## config.mk

```make
export PLATFORM = sky130hd
export DESIGN_NAME = cache_fill_fsm_flat
export DESIGN_NICKNAME = d
export VERILOG_FILES = /design/src/rtl/cache_fill_fsm_if.sv /design/src/rtl/cache_fill_fsm.sv /design/src/flat_wrapper.sv
export SDC_FILE = /design/constraint.sdc
export NUM_CORES = 1
export LEC_CHECK = 0
export ABC_AREA = 1
export ABC_CLOCK_PERIOD_IN_PS = 2940
export CELL_PAD_IN_SITES_DETAIL_PLACEMENT = 0
export CELL_PAD_IN_SITES_GLOBAL_PLACEMENT = 2
export CORE_MARGIN = 4
export CORE_UTILIZATION = 18
export DETAILED_ROUTE_END_ITERATION = 16
export GPL_ROUTABILITY_DRIVEN = 1
export HOLD_SLACK_MARGIN = 0.1
export PLACE_DENSITY_LB_ADDON = 0.1
export SETUP_SLACK_MARGIN = 0.4
export SLEW_MARGIN = 30
export SYNTH_ARGS = -nofsm -noshare
export SYNTH_HDL_FRONTEND = slang
export SYNTH_SLANG_ARGS = --single-unit
```

## constraint.sdc

```tcl
create_clock -name clk -period 2.94 [get_ports clk]
set_input_delay 0.294 -clock clk [delete_from_list [all_inputs] [get_ports clk]]
set_output_delay 0.294 -clock clk [all_outputs]
set_load 0.005 [all_outputs]
```

## src/rtl/cache_fill_fsm_if.sv

```systemverilog
// Cache fill controller bus bundle.
// Miss request in, memory request/response, cache array writes out.
interface cache_fill_fsm_if #(
  parameter int ADDR_WIDTH = 16,
  parameter int DATA_WIDTH = 16
);

  logic                  miss_detected;
  logic [ADDR_WIDTH-1:0] miss_address;
  logic [DATA_WIDTH-1:0] memory_data;
  logic                  memory_data_valid;
  logic                  fsm_busy;
  logic                  memory_read_en;
  logic [ADDR_WIDTH-1:0] memory_address;
  logic                  write_data_array;
  logic                  write_tag_array;
  logic [ADDR_WIDTH-1:0] cache_write_address;
  logic [DATA_WIDTH-1:0] cache_write_data;

  // cache + memory side
  modport master (
    output miss_detected,
    output miss_address,
    output memory_data,
    output memory_data_valid,
    input  fsm_busy,
    input  memory_read_en,
    input  memory_address,
    input  write_data_array,
    input  write_tag_array,
    input  cache_write_address,
    input  cache_write_data
  );

  // fill controller side
  modport slave (
    input  miss_detected,
    input  miss_address,
    input  memory_data,
    input  memory_data_valid,
    output fsm_busy,
    output memory_read_en,
    output memory_address,
    output write_data_array,
    output write_tag_array,
    output cache_write_address,
    output cache_write_data
  );

endinterface

```

## src/rtl/cache_fill_fsm.sv

```systemverilog
// L1 miss fill controller: fetches one block word by word from
// memory and streams it into the cache, tag written on last word.
module cache_fill_fsm #(
  parameter int WORDS_PER_BLOCK = 8,
  parameter int ADDR_WIDTH      = 16,
  parameter int DATA_WIDTH      = 16
) (
  input  logic            clk,
  input  logic            rst,
  cache_fill_fsm_if.slave bus
);

  localparam int OFF_W  = $clog2(WORDS_PER_BLOCK);
  localparam int CNT_W  = OFF_W + 1;
  localparam int BASE_W = ADDR_WIDTH - OFF_W - 1;

  localparam logic [CNT_W-1:0] REQ_END =
    CNT_W'(WORDS_PER_BLOCK);
  localparam logic [OFF_W-1:0] RSP_LAST =
    OFF_W'(WORDS_PER_BLOCK - 1);

  typedef enum logic {
    S_IDLE,
    S_FILL
  } state_t;

  state_t            r_state;
  logic [BASE_W-1:0] r_base;
  logic [CNT_W-1:0]  r_req_cnt;
  logic [OFF_W-1:0]  r_rsp_cnt;

  logic                  w_fill;
  logic                  w_req;
  logic                  w_rsp;
  logic                  w_last;
  logic [DATA_WIDTH-1:0] w_wr_data;
  logic [OFF_W:0]        w_unused_addr;

  assign w_fill = (r_state == S_FILL);
  assign w_req  = w_fill && (r_req_cnt < REQ_END);
  assign w_rsp  = w_fill && bus.memory_data_valid;
  assign w_last = w_rsp && (r_rsp_cnt == RSP_LAST);

  // byte offset within the block never matters
  assign w_unused_addr = bus.miss_address[OFF_W:0];
  assign w_wr_data     = bus.memory_data;

  assign bus.fsm_busy         = w_fill;
  assign bus.memory_read_en   = w_req;
  assign bus.write_data_array = w_rsp;
  assign bus.write_tag_array  = w_last;
  assign bus.cache_write_data = w_wr_data;

  // concatenation keeps every address inside the block
  assign bus.memory_address =
    {r_base, r_req_cnt[OFF_W-1:0], 1'b0};
  assign bus.cache_write_address =
    {r_base, r_rsp_cnt, 1'b0};

  // fill sequencer: latch block on miss, count requests/responses
  always_ff @(posedge clk or posedge rst) begin
    if (rst) begin
      r_state   <= S_IDLE;
      r_base    <= '0;
      r_req_cnt <= '0;
      r_rsp_cnt <= '0;
    end else begin
      unique case (r_state)
        S_IDLE: begin
          if (bus.miss_detected) begin
            r_base    <=
              bus.miss_address[ADDR_WIDTH-1:OFF_W+1];
            r_req_cnt <= '0;
            r_rsp_cnt <= '0;
            r_state   <= S_FILL;
          end
        end
        S_FILL: begin
          if (w_req)
            r_req_cnt <= r_req_cnt + CNT_W'(1);
          if (w_rsp)
            r_rsp_cnt <= r_rsp_cnt + OFF_W'(1);
          if (w_last)
            r_state <= S_IDLE;
        end
      endcase
    end
  end

endmodule

```

## src/flat_wrapper.sv

```systemverilog
// flat-port wrapper written by rule: the top's interface ports become plain ports
module cache_fill_fsm_flat 
#(
  parameter int WORDS_PER_BLOCK = 8,
  parameter int ADDR_WIDTH      = 16,
  parameter int DATA_WIDTH      = 16
)
  (clk, rst, bus_miss_detected, bus_miss_address, bus_memory_data, bus_memory_data_valid, bus_fsm_busy, bus_memory_read_en, bus_memory_address, bus_write_data_array, bus_write_tag_array, bus_cache_write_address, bus_cache_write_data);
  cache_fill_fsm_if #(.ADDR_WIDTH(ADDR_WIDTH), .DATA_WIDTH(DATA_WIDTH)) bus_i ();
  input  logic clk;
  input  logic rst;
  input wire logic [$bits(bus_i.miss_detected)-1:0] bus_miss_detected;
  input wire logic [$bits(bus_i.miss_address)-1:0] bus_miss_address;
  input wire logic [$bits(bus_i.memory_data)-1:0] bus_memory_data;
  input wire logic [$bits(bus_i.memory_data_valid)-1:0] bus_memory_data_valid;
  output wire logic [$bits(bus_i.fsm_busy)-1:0] bus_fsm_busy;
  output wire logic [$bits(bus_i.memory_read_en)-1:0] bus_memory_read_en;
  output wire logic [$bits(bus_i.memory_address)-1:0] bus_memory_address;
  output wire logic [$bits(bus_i.write_data_array)-1:0] bus_write_data_array;
  output wire logic [$bits(bus_i.write_tag_array)-1:0] bus_write_tag_array;
  output wire logic [$bits(bus_i.cache_write_address)-1:0] bus_cache_write_address;
  output wire logic [$bits(bus_i.cache_write_data)-1:0] bus_cache_write_data;
  assign bus_i.miss_detected = bus_miss_detected;
  assign bus_i.miss_address = bus_miss_address;
  assign bus_i.memory_data = bus_memory_data;
  assign bus_i.memory_data_valid = bus_memory_data_valid;
  assign bus_fsm_busy = bus_i.fsm_busy;
  assign bus_memory_read_en = bus_i.memory_read_en;
  assign bus_memory_address = bus_i.memory_address;
  assign bus_write_data_array = bus_i.write_data_array;
  assign bus_write_tag_array = bus_i.write_tag_array;
  assign bus_cache_write_address = bus_i.cache_write_address;
  assign bus_cache_write_data = bus_i.cache_write_data;
  cache_fill_fsm #(.WORDS_PER_BLOCK(WORDS_PER_BLOCK), .ADDR_WIDTH(ADDR_WIDTH), .DATA_WIDTH(DATA_WIDTH)) u_core (.clk(clk), .rst(rst), .bus(bus_i));
endmodule
```

======== Word-level counts from Yosys, hierarchy flattened ========
Cells that the tools add are included.
cells by class
  equal/unequal tests ..................... 4
  div/mod/pow operators ................... 0
  $add $sub $neg .......................... 2
  bitwise operators ....................... 1
  shifts and indexed selects .............. 0
  multiplexer cells ....................... 9
  multiply operators ...................... 0
  order comparisons ....................... 1
  reductions and logical operators ........ 6
operators with widths
  kind                 count
  $mux 4               2
  $pmux 4 s2           1
  $mux 3               2
  $ne 2x2->1 const B   3
  $pmux 3 s2           1
  $reduce_and 2->1     3
  $add 4x1->4 const B  1
  $lt 4x4->1 const B   1
  $add 3x1->3 const B  1
  $eq 3x3->1 const B   1
  $logic_and 1x1->1    3
  $mux 1               2
  $pmux 1 s2           1
  $not 1->1            1
word-level totals
  register bits ........................... 20
  ROM bits ................................ 0
  bits in writable memories ............... 0
  input bits .............................. 36
  word-level logic and storage cells ...... 27
  memories kept ........................... 0
  bits in latches ......................... 0

======== Longest topological paths before layout ========
  word-level depth ........................ 4
  gate-level depth with buffers ........... 5
  depth with buffers taken out ............ 5

======== Least setup slack after synthesis ========
Ideal clock, no wire load.
  kind .................................... register to output
  start ................................... register u_core.r_rsp_cnt[0]
  end ..................................... output bus_write_tag_array
  arrival ................................. 0.856 ns
  path slack .............................. 1.790 ns
  data required time ...................... 2.646 ns
  buffers on the path ..................... 0
  cell stages (with the launch flop) ...... 5
  cells stage by stage .................... dfrtp_1 ha_1 ha_1 inv_1 nor2_1
between the ends
  cells in the longest elaborated chain, start to end .. 2
ends and longest elaborated chain
  element                 RTL line              RTL
  start, declared         cache_fill_fsm.sv:30  logic [OFF_W-1:0] r_rsp_cnt;
  start signal, assigned  cache_fill_fsm.sv:82  r_rsp_cnt <= r_rsp_cnt + OFF_W'(1);
  $eq 3x3->1              cache_fill_fsm.sv:42  assign w_last = w_rsp && (r_rsp_cnt == RSP_LAST);
  $logic_and 1x1->1       cache_fill_fsm.sv:42
  end, declared           flat_wrapper.sv:20    output wire logic [$bits(bus_i.write_tag_array)-1:0] bus_write_tag_array;
No other way between the ends.

======== Worst setup path after layout ========
  start ................................... register u_core.r_state (netlist: u_core.bus.fsm_busy)
  end ..................................... output bus_memory_read_en
between the ends
  cells in the longest elaborated chain, start to end .. 1
ends and longest elaborated chain
  element                 RTL line              RTL
  start, declared         cache_fill_fsm.sv:27  state_t r_state;
  start signal, assigned  cache_fill_fsm.sv:63  r_state <= S_IDLE;
  start signal, assigned  cache_fill_fsm.sv:75  r_state <= S_FILL;
  start signal, assigned  cache_fill_fsm.sv:84  r_state <= S_IDLE;
  $logic_and 1x1->1       cache_fill_fsm.sv:40  assign w_req = w_fill && (r_req_cnt < REQ_END);
  end, declared           flat_wrapper.sv:17    output wire logic [$bits(bus_i.memory_read_en)-1:0] bus_memory_read_en;
No other way between the ends.

==> impl_summary.txt <==
----------------------------------------------------
[Worst setup path]
  Worst R2R Start ... u_core.bus.fsm_busy
  Reg2Reg Depth ... 4
  Setup crit start kind ... register
  Worst stage delay on the critical path ... 0.54 ns
  Data arrival time of the worst path ... 1.65 ns
  Type of element capturing the critical path ... primary output
  Cells traversed along the worst timing path ... inv_2 -> nor2_2 -> clkdlybuf4s50_1
  Biggest fanout along the worst timing path ... 14
  Slack of the worst reg-to-reg path ... 1.67 ns
  Endpoint required time on the critical path ... 2.65 ns
  Worst r2r dst ... u_core.r_req_cnt[2]
  Type of the worst setup path ... reg -> out
  Cell type of the slowest stage on the worst timing path ... sky130_fd_sc_hd__clkdlybuf4s50_1

[Synthesis]
  Syn. warnings ... 0
  Synthesized area per cell ... 8.409 um^2
  Number of cells produced by synthesis ... 136
  FF+latch count, synth ... 20
  Share of the yosys chip area belonging to registers ... 0.4376
  Yosys cell types ... 17
  Mapped cell area ... 0.001144 mm^2

[Clock tree]
  Root buffer cell ... sky130_fd_sc_hd__clkbuf_8
  Number of levels in the clock H-tree ... 1
  Post-CTS Setup Bufs ... 0
  TritonCTS clock tree ... yes
  Num Clock Sinks ... 20
  Quantity of hold-fixing buffers added after cts ... 0
  Buffer depth of the longest clock path ... 2
  Clk pin slew, worst setup/hold paths ... 0.08 ns
  Clock latency at the later pin of the worst-skew pair ... 0.25 ns
  CTS-repair resized insts ... 0
  CTS buffer count ... 3

[Route]
  First-pass iteration count of the detailed router ... 4
  Routed via count divided by cell count ... 3.798
  Number of antenna-violating nets in the routed design ... 0
  Wire length per cell after detailed routing ... 12.92 um
  Starting DRT DRC Count ... 16
  Count of unresolved DRC violations after routing ... 0
  Final WL ... 2.946 mm
  Routed via count ... 866

[Layout]
  Sequential standard cell area ... 500.5 um^2
  Share of layout cells above drive strength 1 ... 0.04575
  # fillers ... 669
  Synth-to-layout area growth ... 31.29%
  Multi-input gate area ... 341.6 um^2
  Antenna diode instance count ... 0
  Cell area after layout ... 0.001501 mm^2
  Post-layout nets ... 194

[Floorplan]
  Std-Cell Core Area ... 0.006026 mm^2
  Area of the die ... 0.007692 mm^2
  Die height ... 87.71 um
  Total I/O pin count ... 88
  Placement Rows ... 28
  Horizontal die dimension ... 87.71 um
  Initial cell density of the core ... 0.1898

[Global route]
  Pin count of the biggest net entering global routing ... 21
  Total Routing Usage GR ... 0.07543
  Met2 Use GR ... 0.1103
  Grt met1 use ... 0.1010
  Number of antenna violations at the first check in global routing ... 0
  Global-route wire length before repair ... 4.491 mm
  Number of global-route vias before repair ... 866
  Overflow left after global routing ... 0
  Met3 usage in global routing ... 0.02540
  GR peak layer ... met2

[Pwr]
  Power density relative to cell area ... 934.2 mW/mm^2
  Total power draw ... 0.001403 W
  IR drop worst, VDD ... 0.2334 mV
  Leakage Power ... 0.7096 nW

[Placement]
  Post-placement worst setup slack ... 1.083 ns
  Post-detailed-placement half-perimeter wirelength ... 2.061 mm
  Routability cong. ... 0.6729
  DP Area ... 0.001460 mm^2
  Count of buffers inserted at the top-level ports ... 49

[Outcome]
  Run status ... finished, final reports clean

[STA]
  Number of max-slew violations in the final report ... 0
  Worst Max-Slew Pin Slew ... 0.7730 ns
  Setup total negative slack ... 0 ns
  Final Cycle Share ... 0.6629
  Tmin final ... 1.949 ns
  Highest Clock Rate ... 513.1 MHz
  Final setup viols ... 0
  Max-Slew Margin vs Limit ... 0.4815
  Setup slack of the critical path after layout ... 0.9912 ns
  Post-route clock skew ... 0.001186 ns
  Setup repair after global routing missed its margin ... false
  Final hold violation count ... 0

[Flow run]
  Max-capacitance violation count ... 0

[Worst hold path]
  Path class of the lowest-slack min-delay path ... in -> async

----------------------------------------------------
-- report_power, final --
part           internal [W]  switching [W]  total [W]
logic              0.000451       0.000250   0.000700
registers          0.000404       0.000115   0.000519
clock network     0.0000912      0.0000919   0.000183
-- kinds of logic after synthesis --
logic type      synth area share
simple gates              0.2549
compound gates          0.004372
flops                     0.4376
buf+inv                   0.2669
other cells             0.003279
fa+ha+maj                0.03283
-- how the worst max path moves through the flow --
stage	end	slack (ns)	from
global route	bus_memory_read_en	0.88	u_core.bus.fsm_busy
detailed placement	u_core.r_req_cnt[1]	1.08	bus_miss_detected
CTS	bus_memory_read_en	0.95	u_core.bus.fsm_busy
global placement	u_core.r_req_cnt[2]	1.08	bus_miss_detected
floorplan	bus_write_tag_array	1.79	u_core.r_rsp_cnt[0]
finish	bus_memory_read_en	0.99	u_core.bus.fsm_busy
-- stage by stage --
stage / instances / util / hold slack [ns]
CTS: 228 / 0.2492 / 0.5141
global route: 228 / 0.2492 / 0.4410
finish: 228 / 0.2492 / 0.3888
global placement: 225 / 0.2423 / 0.4809
floorplan: 137 / - / 0.2578
detailed placement: 225 / 0.2423 / 0.4951
-- cell usage in the layout (no fill, tap or decap), types with 2 or more instances in the layout --
master | synthesis | routed
sky130_fd_sc_hd__clkbuf_8 | 0 | 3
sky130_fd_sc_hd__clkdlybuf4s50_1 | 0 | 49
sky130_fd_sc_hd__conb_1 | 1 | 2
sky130_fd_sc_hd__dfrtp_1 | 20 | 20
sky130_fd_sc_hd__ha_1 | 3 | 3
sky130_fd_sc_hd__inv_1 | 8 | 7
sky130_fd_sc_hd__nand2_1 | 40 | 40
sky130_fd_sc_hd__nand3_1 | 20 | 20
-- cell type report --
class	instances	share of cell area
Sequential cell	20	0.3333
Timing Repair Buffer	49	0.3267
Tap cell	75	0.06250
Clock buffer	3	0.02750
Multi-Input combinational cell	72	0.2275
Inverter	9	0.02250
-- metal layers --
metal  part of all wire  vias to the layer above
met5                  0                        -
met4              0.017                        0
met3              0.089                       10
met2               0.42                       46
met1               0.47                      388
li1                   -                      422
-- state kept, by name, summed over array words and instances, names as in the netlist --
| signal | cells |
|---|---|
| u_core.r_base | 12 |
| u_core.r_rsp_cnt | 3 |
| u_core.r_req_cnt | 4 |
| u_core.bus.fsm_busy | 1 |
-- Yosys cell counts --
cell type | count | area, um^2
sky130_fd_sc_hd__nor2_1 | 1 | 3.750
sky130_fd_sc_hd__dfrtp_1 | 20 | 500.5
sky130_fd_sc_hd__nor2_2 | 1 | 6.260
sky130_fd_sc_hd__o21ai_0 | 1 | 5.000
sky130_fd_sc_hd__conb_1 | 1 | 3.750
sky130_fd_sc_hd__nand3b_1 | 1 | 7.510
sky130_fd_sc_hd__buf_6 | 1 | 11.26
sky130_fd_sc_hd__inv_2 | 1 | 3.750
sky130_fd_sc_hd__nand2_1 | 40 | 150.1
sky130_fd_sc_hd__nand2_4 | 1 | 11.26
sky130_fd_sc_hd__or2_0 | 1 | 6.260
sky130_fd_sc_hd__or2_2 | 1 | 6.260
sky130_fd_sc_hd__buf_2 | 1 | 5.000
sky130_fd_sc_hd__inv_1 | 8 | 30.03
sky130_fd_sc_hd__ha_1 | 3 | 37.54
sky130_fd_sc_hd__nand3_1 | 20 | 100.1
sky130_fd_sc_hd__buf_4 | 34 | 255.2
-- worst max-delay path, delay by kind of cell (launching register included) --
kind	cells	cell delay (ns)
buffers and inverters	2	0.73
AND/OR/NAND/NOR	1	0.21
flip-flops	1	0.46
(Power assumes the default switching activity.)
